File: src/rtl/pc_gen.sv
// pc_gen: fetch program-counter generator with decode-stage redirect.
// Selects between sequential fetch, branch target and jump target, and
// raises pc_bj when the decode stage redirects the front end.
// Optional return-address stack enabled by defining PC_GEN_RAS_EN; it adds
// the ras_empty / ras_full outputs.
module pc_gen #(
  parameter int unsigned     XLEN      = 32,
  parameter logic [XLEN-1:0] RESET_PC  = '0,
  parameter int unsigned     RAS_DEPTH = 4
) (
  input  logic            clk,
  input  logic            rst_n,
  input  logic            stall,
  input  logic            id_valid,
  input  logic [2:0]      Branch,
  input  logic [1:0]      Jump,
  input  logic            Equal,
  input  logic            rs_sign,
  input  logic            rs_zero,
  input  logic [XLEN-1:0] in_pc,
  input  logic [XLEN-1:0] in_branch,
  input  logic [25:0]     in_j,
  input  logic [XLEN-1:0] in_jr,
  input  logic            is_ret,
  output logic [XLEN-1:0] pc,
  output logic [XLEN-1:0] next_pc,
  output logic            pc_bj
`ifdef PC_GEN_RAS_EN
  ,
  output logic            ras_empty,
  output logic            ras_full
`endif
);

  typedef enum logic [1:0] {
    JMP_NONE = 2'b00,
    JMP_JR   = 2'b01,
    JMP_JAL  = 2'b10,
    JMP_J    = 2'b11
  } jump_e;

  typedef enum logic [2:0] {
    BR_NONE = 3'b000,
    BR_BEQ  = 3'b001,
    BR_BNE  = 3'b010,
    BR_BLEZ = 3'b011,
    BR_BGTZ = 3'b100,
    BR_BLTZ = 3'b101,
    BR_BGEZ = 3'b110,
    BR_RSVD = 3'b111
  } branch_e;

  jump_e           jump_op;
  branch_e         branch_op;
  logic            act;
  logic            taken;
  logic            is_jump;
  logic [XLEN-1:0] seq_pc;
  logic [XLEN-1:0] br_target;
  logic [XLEN-1:0] j_target;
  logic [XLEN-1:0] jr_target;
  logic [XLEN-1:0] sel_target;

  assign jump_op   = jump_e'(Jump);
  assign branch_op = branch_e'(Branch);

  // Decode-stage actions are only honoured for a valid, non-stalled slot.
  assign act       = id_valid & ~stall;
  assign is_jump   = (jump_op != JMP_NONE);

  assign seq_pc    = pc + XLEN'(1);
  assign br_target = in_pc + in_branch + XLEN'(1);
  assign j_target  = {in_pc[XLEN-1:26], in_j};

  // Branch condition evaluation from the decode-stage comparator results.
  always_comb begin
    taken = 1'b0;
    unique case (branch_op)
      BR_BEQ:  taken = Equal;
      BR_BNE:  taken = ~Equal;
      BR_BLEZ: taken = rs_sign | rs_zero;
      BR_BGTZ: taken = ~rs_sign & ~rs_zero;
      BR_BLTZ: taken = rs_sign;
      BR_BGEZ: taken = ~rs_sign;
      default: taken = 1'b0;
    endcase
  end

`ifdef PC_GEN_RAS_EN
  localparam int unsigned PTR_W = (RAS_DEPTH > 1) ? $clog2(RAS_DEPTH) : 1;
  localparam int unsigned CNT_W = PTR_W + 1;

  logic [XLEN-1:0]  ras_mem [RAS_DEPTH];
  logic [PTR_W-1:0] ras_ptr;
  logic [PTR_W-1:0] ras_top_idx;
  logic [CNT_W-1:0] ras_cnt;
  logic             ras_push;
  logic             ras_pop;
  logic             ras_hit;

  assign ras_push    = act & (jump_op == JMP_JAL);
  assign ras_pop     = act & (jump_op == JMP_JR) & is_ret;
  assign ras_top_idx = ras_ptr - PTR_W'(1);
  assign ras_hit     = ras_pop & (ras_cnt != '0);
  assign jr_target   = ras_hit ? ras_mem[ras_top_idx] : in_jr;
  assign ras_empty   = (ras_cnt == '0);
  assign ras_full    = (ras_cnt == CNT_W'(RAS_DEPTH));

  // Return-address storage; ras_ptr is the next free slot, so a push when
  // full lands on the oldest entry because the pointer wraps modulo depth.
  always_ff @(posedge clk) begin
    if (ras_push) begin
      ras_mem[ras_ptr] <= in_pc + XLEN'(1);
    end
  end

  // Stack pointer and occupancy; count saturates on overflow, floors at zero.
  always_ff @(posedge clk or negedge rst_n) begin
    if (!rst_n) begin
      ras_ptr <= '0;
      ras_cnt <= '0;
    end else if (ras_push) begin
      ras_ptr <= ras_ptr + PTR_W'(1);
      if (ras_cnt != CNT_W'(RAS_DEPTH)) begin
        ras_cnt <= ras_cnt + CNT_W'(1);
      end
    end else if (ras_hit) begin
      ras_ptr <= ras_top_idx;
      ras_cnt <= ras_cnt - CNT_W'(1);
    end
  end
`else
  logic unused_is_ret;

  assign unused_is_ret = is_ret;
  assign jr_target     = in_jr;
`endif

  // Redirect target select; any jump outranks a branch.
  always_comb begin
    sel_target = br_target;
    if (is_jump) begin
      sel_target = (jump_op == JMP_JR) ? jr_target : j_target;
    end
  end

  assign pc_bj = act & (is_jump | taken);

  // Next fetch address: hold on stall, redirect on pc_bj, else sequential.
  always_comb begin
    next_pc = seq_pc;
    if (stall) begin
      next_pc = pc;
    end else if (pc_bj) begin
      next_pc = sel_target;
    end
  end

  // Fetch PC register; asynchronous reset drops any pending redirect.
  always_ff @(posedge clk or negedge rst_n) begin
    if (!rst_n) begin
      pc <= RESET_PC;
    end else begin
      pc <= next_pc;
    end
  end

endmodule

File: config.mk
export PLATFORM = sky130hd
export DESIGN_NAME = pc_gen
export DESIGN_NICKNAME = d
export VERILOG_FILES = /design/src/rtl/pc_gen.sv
export SDC_FILE = /design/constraint.sdc
export NUM_CORES = 1
export LEC_CHECK = 0
export BUFFER_PORTS_ARGS = -buffer_cell sky130_fd_sc_hd__buf_2
export CAP_MARGIN = 0
export CORE_MARGIN = 2
export CORE_UTILIZATION = 49
export CTS_BUF_LIST = sky130_fd_sc_hd__clkbuf_8
export DETAILED_ROUTE_END_ITERATION = 6
export PLACE_DENSITY = 0.94
export SYNTH_ARGS = -nofsm -noshare
export SYNTH_HDL_FRONTEND = slang
export SYNTH_SLANG_ARGS = --single-unit
File: constraint.sdc
create_clock -name clk -period 3.2 [get_ports clk]
set_input_delay 0.16 -clock clk [delete_from_list [all_inputs] [get_ports clk]]
set_output_delay 0.16 -clock clk [all_outputs]
set_load 0.05 [all_outputs]
After elaboration in Yosys (flattened, before gate mapping):

Cells that the tools add are included.

* add/subtract/negate cells: 3
* bitwise operators: 9
* equality and inequality tests: 7
* muxes and demuxes: 5
* reductions and logical operators: 1

Operators by type and width (number)
* 32-bit 2-to-1 mux: 4
* 32-bit by 1-bit adder with 32-bit output (second input constant): 2
* 32-bit adder: 1
* 3-bit == test (second input constant): 3
* 3-bit by 2-bit == test with 1-bit output (second input constant): 2
* 1-bit case mux with 6 select lines: 1
* 1-bit NOT: 4
* 1-bit bitwise AND: 3
* 3-bit by 1-bit == test with 1-bit output (second input constant): 1
* 2-bit by 1-bit == test with 1-bit output (second input constant): 1
* 1-bit bitwise OR: 2
* 2-bit nonzero test: 1

* logic and storage cells: 26
* register bits after elaboration: 32
* output and inout port bits: 65
* input port bits: 135

Longest topological paths before layout:

* depth after elaboration: 7
* depth in mapped cells: 13
* depth with buffers taken out: 13

Worst setup path before layout:

Ideal clock, no wire load.

* path kind: input port to flip-flop
* from: input port in_pc[0]
* to: register pc[16]
* library setup time: 0.265 ns
* arrival time: 3.224 ns
* required time: 2.935 ns
* stages: 13
* slack: -0.289 ns
* path buffers: 0
* cells stage by stage: inv_1 -> ha_1 -> inv_1 -> fa_1 -> a21oi_1 -> o211ai_1 -> a21o_1 -> a21oi_1 -> and2_1 -> a21oi_1 -> nor2_1 -> a2111oi_0 -> a311oi_1

* longest elaborated chain between the ends: 5

Ends and longest elaborated chain
* from (decl): line 20 `input logic [XLEN-1:0] in_pc,`
* 32-bit adder: line 72 `assign br_target = in_pc + in_branch + XLEN'(1);`
* 32-bit by 1-bit adder with 32-bit output: line 72
* 32-bit 2-to-1 mux: line 142 `if (is_jump) begin`
* 32-bit 2-to-1 mux: line 154 `end else if (pc_bj) begin`
* 32-bit 2-to-1 mux: line 152 `if (stall) begin`
* net next_pc[16]: line 26 `output logic [XLEN-1:0] next_pc,`
* to (signal assigned): line 164 `pc <= next_pc;`
* to (decl): line 25 `output logic [XLEN-1:0] pc,`

The timed path passes the listed nets, and every way through them passes these cells.

Final worst setup path:

* from: input port in_branch[0]
* to: output port next_pc[30]

* longest elaborated chain between the ends: 5

Ends and longest elaborated chain
* from (decl): line 21 `input logic [XLEN-1:0] in_branch,`
* 32-bit adder: line 72
* 32-bit by 1-bit adder with 32-bit output: line 72
* 32-bit 2-to-1 mux: line 142
* 32-bit 2-to-1 mux: line 154
* 32-bit 2-to-1 mux: line 152
* to (decl): line 26

Every way passes these cells.

==> flow_summary.toml <==
[worst_setup_path]
reg2reg_slack_ns = 0.69
crit_start = "in_branch[0]"
r2r_cells = 10
cp_data_required_time_ns = 3.04
cp.arrival_ns = 2.93
crit_type = "in2out"
endpoint_kind = "primary output"
crit_fanout = 3
cp-start-kind = "input pin"
worst_r2r_startpoint = "pc[0]"
crit_path_end = "next_pc[30]"
reg2reg_to = "pc[24]"

[timing]
tightestPinTransition_ns = 0.7542
hold_viol = 0
rsz0062_at_grt = "true"
fmax_mhz = 323.2
drv_slew = 0
skew_ns = 0.008643
finalSetupViolations = 0
period_minus_slack_ns = 3.094
slew_headroom = 0.4972
fin_crit_sh = 0.9669

[pwr]
swShare = 0.5369
p_int_mw = 1.252
power_per_cell_area_nw_per_um2 = 472.8
clockPowerShare = 0.162
switchingPower_mw = 1.451
leakagePower_nw = 2.599
combPwrFrac = 0.618
irDropWorstVdd_mv = 0.2377
seqPwrFrac = 0.220

[finish]
stdcell_area_um2 = 5717
fin_nets = 962
regMostFlops = "pc"
drive_above_1_share = 0.3384
fillers = 755
synthToLayoutAreaGrowth_pct = 33.36
utilization = 0.6653
n_antenna_cell = 0
largest_reg_flops = 32
reg_top3 = "pc: 32 flops"

[clocking]
cts_tree = "done"
clk_pin_slew_ns = 0.07
cts_sinks = 32
worst_skew_pair.late_latency_ns = 0.29
numCtsBuffers = 5
cts-root-buf = "clkbuf_8"
ctsHtreeMaxLevel = 2
cts_max_path_buffers = 2

[logic_synthesis]
synth_ff_type = "dfrtp_1"
synthArstFlopShare = 1.000
syn-instance-count = 602
ys_warn_count = 0
synth_seq_area_share = 0.1868
synth_area_leaders = "dfrtp_1 19%, a21oi_1 11%, ha_1 9.3%, nand2_1 5.7%, o21ai_0 4.7%"
syn_nets = 770
synth-seq-cells = 32
yosysTopAreaCellShare = 0.1868
ys_types = 65
yosys.area.top_type = "dfrtp_1"
synth_edf_count = 0
avgSynthCellArea_um2 = 7.121
syn-cell-area_um2 = 4287

[placement]
place.gp.congestion = 0.9894
io_buffer_count = 198
placed_area_um2 = 5425
dp_hpwl_um = 12300

[drt]
wl_per_cell_um = 17.70
drc = 0
drt-pass1-iter-count = 5
wl_met3_um = 1764
drt_iter0_drc = 482
m1WireLength_um = 6286
postRouteWirelength_um = 15980
met2_length_um = 7265
vias = 5722
avgViaCountPerCell = 6.337
top_layer = "met4"
ant_nets = 0

[grt]
grt_antenna_before_repair = 0
grt.total_usage = 0.3122
grt_pass1_wl_um = 24600
overflow = 0
grt_pass1_vias = 5027
grt_max_degree = 48

[floorplan]
floorplan.initialDensity = 0.4988
dieHeight_um = 97.53
fp.dieArea_um2 = 9512
die_w_um = 97.53
row_count = 34
pin_count = 200
coreArea_um2 = 8593

[run]
maxCapViolCount = 0

[min_path]
worstHoldStart = "in_jr[29]"
holdCritPathClass = "in2reg"

[run_status]
status = "finished clean"
cell type report:
class / instances / area [µm²] / area share
multi-input cells: 518 / 3400 / 0.5947
repair buffers: 218 / 1181 / 0.2066
flip-flops and latches: 32 / 800.8 / 0.1401
well taps: 108 / 135.1 / 0.02364
clock buffers: 7 / 96.34 / 0.01685
inverters: 19 / 73.82 / 0.01291
clock inverters: 1 / 30.03 / 0.005253
worst max-delay path: stages:
cell and delay (ns):
buf_6 0.10, inv_4 0.05, ha_4 0.13, inv_2 0.04, fa_2 0.38, a21oi_2 0.18, o211ai_1 0.17, a2111oi_4 0.48
o311ai_2 0.17, o2111ai_2 0.14, nand2b_1 0.12, a21oi_2 0.22, a41oi_2 0.16, a21oi_2 0.24, buf_6 0.19
power groups by stage:
stage	Sequential [mW]	Combinational [mW]	Clock (mW)
after floorplan	0.871	0.883	0
after global routing	0.607	1.76	0.456
after CTS	0.591	1.60	0.436
final	0.594	1.67	0.438
after global placement	0.594	1.58	0
after detailed placement	0.597	1.60	0
cells in the mapped netlist (3+ instances only):
master and n:
o31ai_2 3, buf_2 5, or3_1 3, nor3_1 11, xnor2_1 16, mux2_2 3, and3_1 6, o31a_1 3
o22ai_1 17, a31oi_1 19, o211ai_1 6, o22a_1 4, nand2_1 65, a41oi_1 3, o21bai_1 3, o21ai_1 8
o31ai_1 3, ha_1 32, o21ai_0 40, clkbuf_1 24, a21o_1 12, dfrtp_1 32, nand3_1 22, nor4_1 4
mux2i_1 5, nand4_1 14, a221oi_1 6, o21a_1 8, inv_1 19, a21oi_2 3, a221o_1 3, a21oi_1 91
a211oi_1 3, xor2_1 9, and3_4 4, nor2_1 51, nand2b_1 6
metal layers:
| layer | GRT usage | vias up |
|---|---|---|
| met3 | 0.04460 | 66 |
| met2 | 0.4950 | 401 |
| met5 | 0 | - |
| li1 | - | 2664 |
| met4 | 0.1079 | 0 |
| met1 | 0.4350 | 2591 |
cells by family after synthesis:
logic type,count (synthesis),share of synthesized area
adder cells (fa/ha/maj),33,0.09807
AO/OA/AOI/OAI,254,0.3768
multiplexers,8,0.01956
XOR/XNOR,25,0.05108
buffers and inverters,52,0.04816
flip-flops,32,0.1868
AND/OR/NAND/NOR,198,0.2195
repair_timing:
action	CTS	global route
endpoints found under the setup margin	2	12
hold buffers	1	0
pin swaps	0	11
setup buffers	0	5
endpoints found under the hold margin	32	0
cloned	0	0
resized for setup	2	33
through the flow:
step                setup slack, ns  total power [mW]  instances  hold slack [ns]  setup TNS, ns
floorplan                  -0.03594             1.755        602          -0.1356       -0.03594
global placement           -0.04400             2.170        889           0.2605       -0.04606
detailed placement         -0.06926             2.193        889           0.2648       -0.09559
CTS                         0.02344             2.630        898           0.2320              0
global route               -0.06330             2.825        903           0.2557        -0.1198
finish                       0.1059             2.703        903           0.2445              0
worst min-delay path by stage:
stage / to / slack [ns] / depth (start not counted)
2_1_floorplan: pc[0] / -0.14 / 0
3_3_place_gp: pc[31] / 0.26 / 1
3_5_place_dp: pc[31] / 0.26 / 1
4_1_cts: pc[29] / 0.23 / 3
5_1_grt: pc[29] / 0.26 / 3
6_report: pc[29] / 0.24 / 3
cells in the final DEF, fill, tap and decap left out, types with 5 or more instances in the layout:
cell type	netlist	layout
and3_1	6	6
nand4_1	14	14
mux2i_1	5	5
o21ai_1	8	8
a221oi_1	6	5
o21ai_0	40	39
a31oi_1	19	17
a21o_1	12	12
dfrtp_1	32	32
nand3_1	22	22
nand2_1	65	65
a21oi_2	3	5
o22ai_1	17	17
xnor2_1	16	16
inv_1	19	16
o211ai_1	6	6
clkbuf_8	0	7
a21oi_1	91	89
buf_4	1	23
nor2_1	51	50
buf_2	5	189
o21a_1	8	8
nand2b_1	6	6
xor2_1	9	9
ha_1	32	31
nor3_1	11	10
(Power assumes the default switching activity.)
